===== src/rtl/store_narrow_if.sv =====
// Store-narrowing request/result bus: request side in, lane-aligned result out.
// slave = narrowing unit, master = EX stage / memory-side driver.
interface store_narrow_if;
  logic        in_valid_i;
  logic        in_ready_o;
  logic [31:0] data_i;
  logic [1:0]  addr_i;
  logic [1:0]  size_i;
  logic        signed_i;
  logic        out_valid_o;
  logic        out_ready_i;
  logic [31:0] wdata_o;
  logic [3:0]  wmask_o;
  logic        ovf_o;
  logic        misalign_o;

  modport slave (
    input  in_valid_i, data_i, addr_i, size_i, signed_i, out_ready_i,
    output in_ready_o, out_valid_o, wdata_o, wmask_o, ovf_o, misalign_o
  );

  modport master (
    output in_valid_i, data_i, addr_i, size_i, signed_i, out_ready_i,
    input  in_ready_o, out_valid_o, wdata_o, wmask_o, ovf_o, misalign_o
  );
endinterface


===== src/rtl/store_narrow.sv =====
// Store-path narrowing: byte/half/word lane placement, byte enables, overflow flag.
// Optional STORE_NARROW_SAT_EN: saturate overflowing narrow values instead of truncating.
//
// state    | meaning
// ---------+-------------------------------------------
// ST_EMPTY | no result held, always ready
// ST_FULL  | result held on outputs until out_ready_i
module store_narrow #(
  parameter int OVF_CNT_W = 8
) (
  input  logic                 clk_i,
  input  logic                 rst_i,
  store_narrow_if.slave        bus,
  input  logic                 clr_cnt_i,
  output logic [OVF_CNT_W-1:0] ovf_cnt_o
);

  typedef enum logic {ST_EMPTY = 1'b0, ST_FULL = 1'b1} state_t;

  state_t                 state_q, state_d;
  logic [31:0]            wdata_q, wdata_d;
  logic [3:0]             wmask_q, wmask_d;
  logic                   ovf_q, ovf_d;
  logic                   mis_q, mis_d;
  logic [OVF_CNT_W-1:0]   cnt_q, cnt_d;

  logic        in_ready;
  logic        accept;
  logic        is_byte, is_half, is_word;
  logic        ovf_b, ovf_h;
  logic [31:0] ext_b, ext_h;
  logic [31:0] nval;

  always_comb begin
    is_byte = (bus.size_i == 2'b00);
    is_half = (bus.size_i == 2'b01);
    is_word = (bus.size_i == 2'b10);
    ext_b   = {{24{bus.data_i[7]}}, bus.data_i[7:0]};
    ext_h   = {{16{bus.data_i[15]}}, bus.data_i[15:0]};
    ovf_b   = bus.signed_i ? (ext_b != bus.data_i) : (|bus.data_i[31:8]);
    ovf_h   = bus.signed_i ? (ext_h != bus.data_i) : (|bus.data_i[31:16]);
    mis_d   = (bus.size_i == 2'b11) | (is_half & bus.addr_i[0]) |
              (is_word & (bus.addr_i != 2'b00));
    ovf_d   = !mis_d & ((is_byte & ovf_b) | (is_half & ovf_h));

    nval = 32'h0;
    if (is_byte)      nval = {24'h0, bus.data_i[7:0]};
    else if (is_half) nval = {16'h0, bus.data_i[15:0]};
    else if (is_word) nval = bus.data_i;
`ifdef STORE_NARROW_SAT_EN
    // Signed saturation direction follows the sign of the full register value.
    if (ovf_d) begin
      if (is_byte)
        nval = bus.signed_i ? (bus.data_i[31] ? 32'h80 : 32'h7F) : 32'hFF;
      else
        nval = bus.signed_i ? (bus.data_i[31] ? 32'h8000 : 32'h7FFF) : 32'hFFFF;
    end
`endif

    wdata_d = nval << {bus.addr_i, 3'b000};
    wmask_d = 4'b0000;
    if (is_byte)      wmask_d = 4'b0001 << bus.addr_i;
    else if (is_half) wmask_d = 4'b0011 << bus.addr_i;
    else if (is_word) wmask_d = 4'b1111;
    if (mis_d) begin
      wdata_d = 32'h0;
      wmask_d = 4'b0000;
    end
  end

  always_comb begin
    state_d  = state_q;
    in_ready = (state_q == ST_EMPTY) | bus.out_ready_i;
    accept   = bus.in_valid_i & in_ready;
    case (state_q)
      ST_EMPTY: if (accept) state_d = ST_FULL;
      ST_FULL: begin
        if (accept)                state_d = ST_FULL;
        else if (bus.out_ready_i)  state_d = ST_EMPTY;
      end
      default: state_d = ST_EMPTY;
    endcase

    cnt_d = cnt_q;
    if (clr_cnt_i)
      cnt_d = '0;
    else if (accept && ovf_d && !(&cnt_q))
      cnt_d = cnt_q + OVF_CNT_W'(1);
  end

  always_ff @(posedge clk_i or negedge rst_i) begin
    if (!rst_i) begin
      state_q <= ST_EMPTY;
      wdata_q <= 32'h0;
      wmask_q <= 4'b0000;
      ovf_q   <= 1'b0;
      mis_q   <= 1'b0;
      cnt_q   <= '0;
    end else begin
      state_q <= state_d;
      cnt_q   <= cnt_d;
      if (accept) begin
        wdata_q <= wdata_d;
        wmask_q <= wmask_d;
        ovf_q   <= ovf_d;
        mis_q   <= mis_d;
      end
    end
  end

  assign bus.in_ready_o  = in_ready;
  assign bus.out_valid_o = (state_q == ST_FULL);
  assign bus.wdata_o     = wdata_q;
  assign bus.wmask_o     = wmask_q;
  assign bus.ovf_o       = ovf_q;
  assign bus.misalign_o  = mis_q;
  assign ovf_cnt_o       = cnt_q;

endmodule


===== src/flat_wrapper.sv =====
// flat-port wrapper written by rule: the top's interface ports become plain ports
module store_narrow_flat 
#(
  parameter int OVF_CNT_W = 8
)
  (clk_i, rst_i, clr_cnt_i, ovf_cnt_o, bus_in_valid_i, bus_data_i, bus_addr_i, bus_size_i, bus_signed_i, bus_out_ready_i, bus_in_ready_o, bus_out_valid_o, bus_wdata_o, bus_wmask_o, bus_ovf_o, bus_misalign_o);
  store_narrow_if bus_i ();
  input  logic clk_i;
  input  logic rst_i;
  input  logic clr_cnt_i;
  output logic [OVF_CNT_W-1:0] ovf_cnt_o;
  input wire logic [$bits(bus_i.in_valid_i)-1:0] bus_in_valid_i;
  input wire logic [$bits(bus_i.data_i)-1:0] bus_data_i;
  input wire logic [$bits(bus_i.addr_i)-1:0] bus_addr_i;
  input wire logic [$bits(bus_i.size_i)-1:0] bus_size_i;
  input wire logic [$bits(bus_i.signed_i)-1:0] bus_signed_i;
  input wire logic [$bits(bus_i.out_ready_i)-1:0] bus_out_ready_i;
  output wire logic [$bits(bus_i.in_ready_o)-1:0] bus_in_ready_o;
  output wire logic [$bits(bus_i.out_valid_o)-1:0] bus_out_valid_o;
  output wire logic [$bits(bus_i.wdata_o)-1:0] bus_wdata_o;
  output wire logic [$bits(bus_i.wmask_o)-1:0] bus_wmask_o;
  output wire logic [$bits(bus_i.ovf_o)-1:0] bus_ovf_o;
  output wire logic [$bits(bus_i.misalign_o)-1:0] bus_misalign_o;
  assign bus_i.in_valid_i = bus_in_valid_i;
  assign bus_i.data_i = bus_data_i;
  assign bus_i.addr_i = bus_addr_i;
  assign bus_i.size_i = bus_size_i;
  assign bus_i.signed_i = bus_signed_i;
  assign bus_i.out_ready_i = bus_out_ready_i;
  assign bus_in_ready_o = bus_i.in_ready_o;
  assign bus_out_valid_o = bus_i.out_valid_o;
  assign bus_wdata_o = bus_i.wdata_o;
  assign bus_wmask_o = bus_i.wmask_o;
  assign bus_ovf_o = bus_i.ovf_o;
  assign bus_misalign_o = bus_i.misalign_o;
  store_narrow #(.OVF_CNT_W(OVF_CNT_W)) u_core (.clk_i(clk_i), .rst_i(rst_i), .bus(bus_i), .clr_cnt_i(clr_cnt_i), .ovf_cnt_o(ovf_cnt_o));
endmodule

===== config.mk =====
export PLATFORM = sky130hd
export DESIGN_NAME = store_narrow_flat
export DESIGN_NICKNAME = d
export VERILOG_FILES = /design/src/rtl/store_narrow_if.sv /design/src/rtl/store_narrow.sv /design/src/flat_wrapper.sv
export SDC_FILE = /design/constraint.sdc
export NUM_CORES = 1
export LEC_CHECK = 0
export CAP_MARGIN = 20
export CORE_ASPECT_RATIO = 0.9
export CORE_UTILIZATION = 42
export CTS_BUF_LIST = sky130_fd_sc_hd__clkbuf_4 sky130_fd_sc_hd__clkbuf_8
export DETAILED_ROUTE_END_ITERATION = 10
export GPL_TIMING_DRIVEN = 0
export PLACE_DENSITY = 0.85
export SETUP_SLACK_MARGIN = 0.2
export SKIP_LAST_GASP = 1
export SLEW_MARGIN = 40
export SYNTH_ARGS = -nofsm -noshare
export SYNTH_HDL_FRONTEND = slang
export SYNTH_SLANG_ARGS = --single-unit

===== constraint.sdc =====
create_clock -name clk_i -period 2.2 [get_ports clk_i]
set_clock_uncertainty 0.2 [all_clocks]
set_input_delay 0.44 -clock clk_i [delete_from_list [all_inputs] [get_ports clk_i]]
set_output_delay 0.44 -clock clk_i [all_outputs]
set_load 0.01 [all_outputs]

==> impl_metrics.xml, run 1 <==
<?xml version="1.0" encoding="UTF-8"?>
<metrics>
  <group name="setup_path">
    <metric name="critPathCaptureType" unit="">register</metric>
    <metric name="worst-endpoint-required" unit="ns">2.18</metric>
    <metric name="worstPathArrival" unit="ns">2.19</metric>
    <metric name="crit_path_max_fo" unit="">5</metric>
    <metric name="crit_path_start_kind" unit="">primary input</metric>
    <metric name="setup.worst_path.class" unit="">primary input to register</metric>
  </group>
  <group name="route">
    <metric name="detail_route.iter0.violations" unit="">314</metric>
    <metric name="drt-pass1-iter-count" unit="">9</metric>
    <metric name="drt-wirelength-per-cell" unit="um">18.9</metric>
    <metric name="ant_nets" unit="">0</metric>
    <metric name="routed_via_density" unit="">6.10</metric>
    <metric name="drt_drc_violations_left" unit="">19</metric>
    <metric name="routed_wl" unit="um">8770</metric>
    <metric name="num_vias" unit="">2835</metric>
  </group>
  <group name="clock_network">
    <metric name="clockBufferDepth" unit="">2</metric>
    <metric name="path_clk_slew" unit="ns">0.08</metric>
    <metric name="max_h_tree_level" unit="">2</metric>
    <metric name="root_buffer" unit="">clkbuf_8</metric>
    <metric name="cts_num_sinks" unit="">47</metric>
    <metric name="cts_buf_count" unit="">5</metric>
    <metric name="worstSkewPairLatency" unit="ns">0.30</metric>
    <metric name="clock_tree_from_tritoncts" unit="">yes</metric>
  </group>
  <group name="placed_design">
    <metric name="dpl.hpwl" unit="um">5940</metric>
    <metric name="placedCellCount" unit="">428</metric>
    <metric name="post-place-ws" unit="ns">-1.08</metric>
    <metric name="placement.io_buffers" unit="">88</metric>
    <metric name="gp_congestion" unit="">0.932</metric>
    <metric name="placed_cell_area" unit="sq mm">0.00363</metric>
  </group>
  <group name="pwr">
    <metric name="p_leak" unit="uW">0.00176</metric>
    <metric name="ir_drop" unit="mV">0.285</metric>
    <metric name="p_per_area" unit="mW/mm^2">519</metric>
  </group>
  <group name="synthesis">
    <metric name="ys_async_sr_fraction" unit="%">100</metric>
    <metric name="synth.cell_area" unit="sq mm">0.00256</metric>
    <metric name="netlist_instances" unit="">269</metric>
    <metric name="synth.avg_cell_area" unit="sq um">9.51</metric>
    <metric name="yosys_warnings" unit="">0</metric>
    <metric name="synth_sequential_area_ratio" unit="%">46.0</metric>
    <metric name="syn_nets" unit="">316</metric>
    <metric name="post_synth_num_cell_types" unit="">41</metric>
    <metric name="number_of_synthesized_flops_with_an_enable_pin" unit="">0</metric>
    <metric name="yosys_most_used_dff" unit="">dfrtp_1</metric>
    <metric name="synth.ff_latch_count" unit="">47</metric>
  </group>
  <group name="final_layout">
    <metric name="num_antenna_cells" unit="">0</metric>
    <metric name="mostFrequentLayoutCells" unit="">clkdlybuf4s50_1 (54), nand2_1 (50), dfrtp_1 (46)</metric>
    <metric name="mostFrequentLayoutCell" unit="">clkdlybuf4s50_1</metric>
    <metric name="synthToLayoutAreaGrowth" unit="%">60.6</metric>
    <metric name="nNetsFinal" unit="">442</metric>
    <metric name="final_design_area_no_fill" unit="sq mm">0.00411</metric>
    <metric name="final-instance-count-excl-fill" unit="">465</metric>
    <metric name="final_layout_size_suffix_gt1_share" unit="%">27.6</metric>
  </group>
  <group name="die">
    <metric name="io_pins" unit="">90</metric>
    <metric name="design.core.area" unit="sq mm">0.00579</metric>
    <metric name="die_height" unit="um">76.0</metric>
    <metric name="die-area" unit="sq mm">0.00641</metric>
    <metric name="die_w" unit="um">84.3</metric>
    <metric name="row_count" unit="">26</metric>
    <metric name="floorplan.initialDensity" unit="%">44.2</metric>
  </group>
  <group name="global_route">
    <metric name="overflow" unit="">0</metric>
    <metric name="grt_pass1_vias" unit="">2713</metric>
    <metric name="track_usage" unit="%">27.2</metric>
    <metric name="maximum_number_of_pins_on_one_net_before_global_route_repair" unit="">26</metric>
    <metric name="grt_pass1_wl" unit="um">13600</metric>
    <metric name="antenna_found_initial" unit="">0</metric>
  </group>
  <group name="sta">
    <metric name="worst_pin_slew" unit="ns">0.718</metric>
    <metric name="slew_limit_headroom" unit="%">52.2</metric>
    <metric name="clock.fmax" unit="MHz">453</metric>
    <metric name="final_max_slew_viol_count" unit="">0</metric>
    <metric name="worst_slack" unit="ns">-0.00735</metric>
    <metric name="setup_viol_count_final" unit="">1</metric>
    <metric name="setup_repair_after_global_routing_missed_its_margin" unit="">true</metric>
    <metric name="report.final.hold_viol_count" unit="">0</metric>
    <metric name="finalCriticalPeriod" unit="ns">2.21</metric>
    <metric name="layout_worst_path_cycle_share" unit="%">100</metric>
  </group>
  <group name="outcome">
    <metric name="run_status" unit="">complete, but fails checks</metric>
    <metric name="failed_checks" unit="">DRC, setup timing</metric>
  </group>
  <group name="min_path">
    <metric name="hold_path.class" unit="">register to register</metric>
  </group>
  <group name="flow_run">
    <metric name="maxCapViolations" unit="">0</metric>
  </group>
</metrics>
through the flow:
| stage | hold WS (ns) | total power (uW) | setup TNS [ns] | util (%) |
|---|---|---|---|---|
| 3_3_place_gp | 0.266 | 1440 | -69.47 | 62.2 |
| 4_1_cts | 0.290 | 2100 | -0.0520 | 69.1 |
| 2_1_floorplan | -0.0556 | 1170 | -0.0242 | - |
| 6_report | 0.288 | 2130 | -0.00735 | 71.0 |
| 5_1_grt | 0.307 | 2220 | -0.612 | 71.0 |
| 3_5_place_dp | 0.157 | 1460 | -35.45 | 62.6 |
flip-flops by register name, summed over array words and instances (netlist names):
signal,count
u_core.bus.misalign_o,1
u_core.bus.out_valid_o,1
u_core.bus.wdata_o,32
u_core.bus.ovf_o,1
u_core.bus.wmask_o,4
u_core.ovf_cnt_o,8
per-layer routing:
layer  wire [um]  up-vias  track usage [%]  share of wire (%)
met4         306        0             9.31                3.5
met5           0        -                0                  0
met3         721       37             4.88                8.2
li1            -     1255                -                  -
met1        3510     1383             35.7                 40
met2        4230      160             45.6                 48
cells in the mapped netlist (2+ instances only):
cell type | n | share of area [%]
dfrtp_1 | 47 | 46
or4_1 | 2 | 0.59
nor3_1 | 2 | 0.39
clkbuf_1 | 8 | 1.2
buf_6 | 3 | 1.3
nand4_1 | 6 | 1.5
mux2i_1 | 9 | 3.5
inv_1 | 4 | 0.59
nand2_1 | 53 | 7.8
nor4_1 | 7 | 1.7
buf_1 | 3 | 0.44
o21ai_0 | 19 | 3.7
or3_1 | 3 | 0.73
o221ai_1 | 8 | 2.7
a22oi_1 | 8 | 2.3
nor2_1 | 9 | 1.3
ha_1 | 5 | 2.4
nand3_1 | 4 | 0.78
o31ai_1 | 5 | 1.5
a21oi_1 | 8 | 1.6
o211ai_1 | 8 | 2.3
nand2b_1 | 3 | 0.73
and3_1 | 2 | 0.49
o21ai_1 | 8 | 1.6
nor2b_1 | 2 | 0.49
a22o_1 | 18 | 6.2
critical path: stages:
cell     delay (ns)
buf_12         0.12
inv_16         0.04
buf_12         0.09
ha_4           0.11
nor2b_4        0.17
nor2_4         0.08
buf_12         0.12
nor4_4         0.25
a22oi_2        0.14
nor4_2         0.28
mux2_1         0.35
kinds of logic after synthesis:
group / after synthesis / share of synthesized area, %
AOI/OAI and AO/OA: 86 / 24.0
DFF: 47 / 46.0
xor gates and xnor gates: 1 / 0.342
buffers and inverters: 19 / 3.67
adders and majority gates: 5 / 2.44
muxes: 10 / 3.96
and+or+nand+nor: 101 / 19.7
path summary, 6_finish.rpt:
path / cells past startpoint / slack [ns] / end / from
min in group asynchronous: 2 / 0.37 / u_core.bus.out_valid_o / rst_i
min reg2reg: 2 / 0.29 / u_core.bus.wdata_o[9] / u_core.bus.wdata_o[9]
max: 11 / -0.007 / u_core.ovf_cnt_o[7] / bus_addr_i[0]
min: 2 / 0.29 / u_core.bus.wdata_o[9] / u_core.bus.wdata_o[9]
max in group asynchronous: 3 / 1.00 / u_core.bus.wdata_o[28] / rst_i
max reg2reg: 8 / 0.11 / u_core.ovf_cnt_o[1] / u_core.ovf_cnt_o[4]
power by group:
part	total [uW]	internal, uW	leakage [uW]	switching (uW)
clock	632	346	0.0000547	286
sequential	949	916	0.000635	32.3
combinational	552	270	0.00107	282
final cells by class:
class	count	area (sq um)
plain buffers	14	96.3
well taps	70	87.6
repair buffers	119	1070
clock inverters	1	30.0
inverters	5	38.8
clock buffers	6	76.3
flip-flops and latches	47	1180
fillers	427	1680
multi-input cells	203	1540
timing repair:
action	4_1_cts	5_1_grt
setup buffers	17	11
resized for setup	95	58
hold buffers	1	0
cloned	1	0
pin swaps	29	31
endpoints found under the hold margin	22	0
setup endpoints to repair	47	41
(Power assumes the default switching activity.)
==> inputs of run 2 (changes only) <==
--- a/config.mk
+++ b/config.mk
@@ -13,7 +13,6 @@
 export GPL_TIMING_DRIVEN = 0
 export PLACE_DENSITY = 0.85
 export SETUP_SLACK_MARGIN = 0.2
-export SKIP_LAST_GASP = 1
 export SLEW_MARGIN = 40
 export SYNTH_ARGS = -nofsm -noshare
 export SYNTH_HDL_FRONTEND = slang
==> run 2 against run 1 <==
- the run still ends with DRC, setup timing left
- register-to-register slack got worse by 0.07 ns
- sequential power about the same
- first-iteration DRC count is 0.96% lower
- sequential cell count unchanged
- hold slack got worse by 0.0012 ns
- largest cell class unchanged
- critical endpoint unchanged
- critical path type unchanged
==> impl_metrics.xml, run 2 (synthesized netlist as in run 1, its figures left out) <==
<?xml version="1.0" encoding="UTF-8"?>
<metrics>
  <group name="route">
    <metric name="routed_wl" unit="um">8570</metric>
    <metric name="routed_via_density" unit="">6.07</metric>
    <metric name="wl_met3" unit="um">654</metric>
    <metric name="highest_signal_layer_in_the_routed_design" unit="">met4</metric>
    <metric name="drt_drc_violations_left" unit="">19</metric>
    <metric name="detail_route.iter0.violations" unit="">311</metric>
    <metric name="ant_nets" unit="">0</metric>
    <metric name="drt-wirelength-per-cell" unit="um">18.6</metric>
    <metric name="wirelength_met1" unit="um">3540</metric>
    <metric name="drt-pass1-iter-count" unit="">8</metric>
    <metric name="route.met2.wl" unit="um">4130</metric>
    <metric name="num_vias" unit="">2794</metric>
  </group>
  <group name="min_path">
    <metric name="hold_path_depth" unit="">2</metric>
    <metric name="hold_path.class" unit="">register to register</metric>
    <metric name="min_to" unit="">u_core.bus.wdata_o[9]</metric>
    <metric name="start_point_of_the_worst_hold_path" unit="">u_core.bus.wdata_o[9]</metric>
  </group>
  <group name="die">
    <metric name="io_pins" unit="">90</metric>
    <metric name="die_w" unit="um">84.3</metric>
    <metric name="design.core.area" unit="sq mm">0.00579</metric>
    <metric name="die-area" unit="sq mm">0.00641</metric>
    <metric name="floorplan.initialDensity" unit="%">44.2</metric>
    <metric name="die_height" unit="um">76.0</metric>
    <metric name="row_count" unit="">26</metric>
  </group>
  <group name="sta">
    <metric name="slew_limit_headroom" unit="%">51.8</metric>
    <metric name="finalCriticalPeriod" unit="ns">2.24</metric>
    <metric name="worst_pin_slew" unit="ns">0.724</metric>
    <metric name="timing.hold.ws" unit="ns">0.287</metric>
    <metric name="clock.fmax" unit="MHz">447</metric>
    <metric name="worst_slack" unit="ns">-0.0382</metric>
    <metric name="layout_worst_path_cycle_share" unit="%">102</metric>
    <metric name="setup_viol_count_final" unit="">1</metric>
    <metric name="final_max_slew_viol_count" unit="">0</metric>
    <metric name="setup_repair_after_global_routing_missed_its_margin" unit="">true</metric>
    <metric name="report.final.hold_viol_count" unit="">0</metric>
  </group>
  <group name="setup_path">
    <metric name="worstPathArrival" unit="ns">2.22</metric>
    <metric name="worst_r2r_path_depth" unit="">7</metric>
    <metric name="critPathCaptureType" unit="">register</metric>
    <metric name="crit_path_max_fo" unit="">5</metric>
    <metric name="crit_path_frequent_cell" unit="">buf_12</metric>
    <metric name="timing.rr.start" unit="">u_core.ovf_cnt_o[1]</metric>
    <metric name="crit_path_start_kind" unit="">primary input</metric>
    <metric name="r2r_setup_slack" unit="ns">0.04</metric>
    <metric name="worst-endpoint-required" unit="ns">2.19</metric>
    <metric name="setup.worst_path.class" unit="">primary input to register</metric>
    <metric name="critical_path.cell_chain" unit="">buf_12 &gt; inv_16 &gt; buf_12 &gt; ha_4 &gt; nor2b_4 &gt; nor2_4 &gt; buf_12 &gt; nor4_4 &gt; a22oi_2 &gt; nor4_2 &gt; mux2_1</metric>
    <metric name="timing.critical_path.slowest_cell_delay" unit="ns">0.35</metric>
    <metric name="crit_path_top_delay_cell" unit="">mux2_1</metric>
    <metric name="regToRegEndpoint" unit="">u_core.ovf_cnt_o[7]</metric>
  </group>
  <group name="final_layout">
    <metric name="multiInputGateArea" unit="sq mm">0.00151</metric>
    <metric name="largest_register_ffs" unit="">32</metric>
    <metric name="synthToLayoutAreaGrowth" unit="%">58.6</metric>
    <metric name="num_antenna_cells" unit="">0</metric>
    <metric name="nNetsFinal" unit="">437</metric>
    <metric name="mostFrequentLayoutCell" unit="">clkdlybuf4s50_1</metric>
    <metric name="fillCellCount" unit="">437</metric>
    <metric name="mostFrequentLayoutCells" unit="">clkdlybuf4s50_1 (55), nand2_1 (51), dfrtp_1 (46)</metric>
    <metric name="layout.area.seq" unit="sq mm">0.00118</metric>
    <metric name="final_layout_size_suffix_gt1_share" unit="%">25.6</metric>
    <metric name="final_design_area_no_fill" unit="sq mm">0.00406</metric>
  </group>
  <group name="placed_design">
    <metric name="dpl.hpwl" unit="um">5940</metric>
    <metric name="placement.io_buffers" unit="">88</metric>
    <metric name="post-place-ws" unit="ns">-1.08</metric>
    <metric name="placed_cell_area" unit="sq mm">0.00363</metric>
    <metric name="gp_congestion" unit="">0.932</metric>
  </group>
  <group name="clock_network">
    <metric name="root_buffer" unit="">clkbuf_8</metric>
    <metric name="clock_tree_from_tritoncts" unit="">yes</metric>
    <metric name="worstSkewPairLatency" unit="ns">0.30</metric>
    <metric name="path_clk_slew" unit="ns">0.08</metric>
    <metric name="clockBufferDepth" unit="">2</metric>
    <metric name="cts_buf_count" unit="">5</metric>
    <metric name="max_h_tree_level" unit="">2</metric>
    <metric name="cts_num_sinks" unit="">47</metric>
  </group>
  <group name="flow_run">
    <metric name="maxCapViolations" unit="">0</metric>
  </group>
  <group name="outcome">
    <metric name="failed_checks" unit="">DRC, setup timing</metric>
    <metric name="run_status" unit="">complete, but fails checks</metric>
  </group>
  <group name="global_route">
    <metric name="grt_pass1_vias" unit="">2724</metric>
    <metric name="maximum_number_of_pins_on_one_net_before_global_route_repair" unit="">26</metric>
    <metric name="antenna_found_initial" unit="">0</metric>
    <metric name="grt_pass1_wl" unit="um">13700</metric>
    <metric name="overflow" unit="">0</metric>
    <metric name="track_usage" unit="%">27.3</metric>
  </group>
  <group name="pwr">
    <metric name="ir_drop" unit="mV">0.234</metric>
    <metric name="p_leak" unit="uW">0.00175</metric>
    <metric name="p_per_area" unit="mW/mm^2">521</metric>
  </group>
</metrics>
run 2: final cells by class:
class	count	area share (%)
Timing Repair Buffer	114	25.6
Sequential cell	47	29.0
Buffer	14	2.34
Inverter	5	0.956
Multi-Input combinational cell	203	37.3
Clock buffer	6	1.88
Clock inverter	1	0.740
Tap cell	70	2.16
run 2: worst max-delay path by stage:
stage | from | to | slack (ns) | depth (start not counted)
after floorplan | bus_addr_i[0] | u_core.ovf_cnt_o[7] | -0.02 | 9
after global placement | bus_addr_i[0] | u_core.ovf_cnt_o[7] | -1.03 | 10
after detailed placement | bus_addr_i[0] | u_core.ovf_cnt_o[7] | -1.08 | 10
after CTS | bus_addr_i[0] | u_core.ovf_cnt_o[5] | -0.04 | 11
after global routing | bus_addr_i[0] | u_core.ovf_cnt_o[7] | -0.11 | 11
final | bus_addr_i[0] | u_core.ovf_cnt_o[7] | -0.04 | 11
run 2: critical path, delay by kind of cell:
kind	cells	cell delay (ns)
buffers and inverters	4	0.37
AND/OR/NAND/NOR	4	0.79
multiplexers	1	0.35
adder cells (fa/ha/maj)	1	0.11
AO/OA/AOI/OAI	1	0.15
run 2: timing repair:
item | 4_1_cts | 5_1_grt
resized for setup | 96 | 41
gates cloned | 1 | 0
hold buffers | 1 | 0
pin swaps | 37 | 25
endpoints found under the hold margin | 22 | 0
setup endpoints to repair | 47 | 41
buffers inserted | 17 | 6
run 2: layer usage:
| layer | global-route usage [%] | vias up |
|---|---|---|
| li1 | - | 1245 |
| met1 | 35.8 | 1368 |
| met2 | 45.3 | 149 |
| met3 | 4.88 | 32 |
| met4 | 9.83 | 0 |
| met5 | 0 | - |
run 2: metrics by stage:
step | cells | util (%) | total power [uW] | TNS, ns
after global placement | 427 | 62.2 | 1440 | -69.47
after detailed placement | 428 | 62.6 | 1460 | -35.45
after CTS | 454 | 69.2 | 2100 | -0.0520
final | 460 | 70.1 | 2110 | -0.0382
after global routing | 460 | 70.1 | 2200 | -0.332
after floorplan | 269 | - | 1170 | -0.0242
run 2: power breakdown:
part	total, uW	switching, uW	internal, uW
Sequential	948	32.3	916
Clock	627	281	346
Combinational	538	276	262
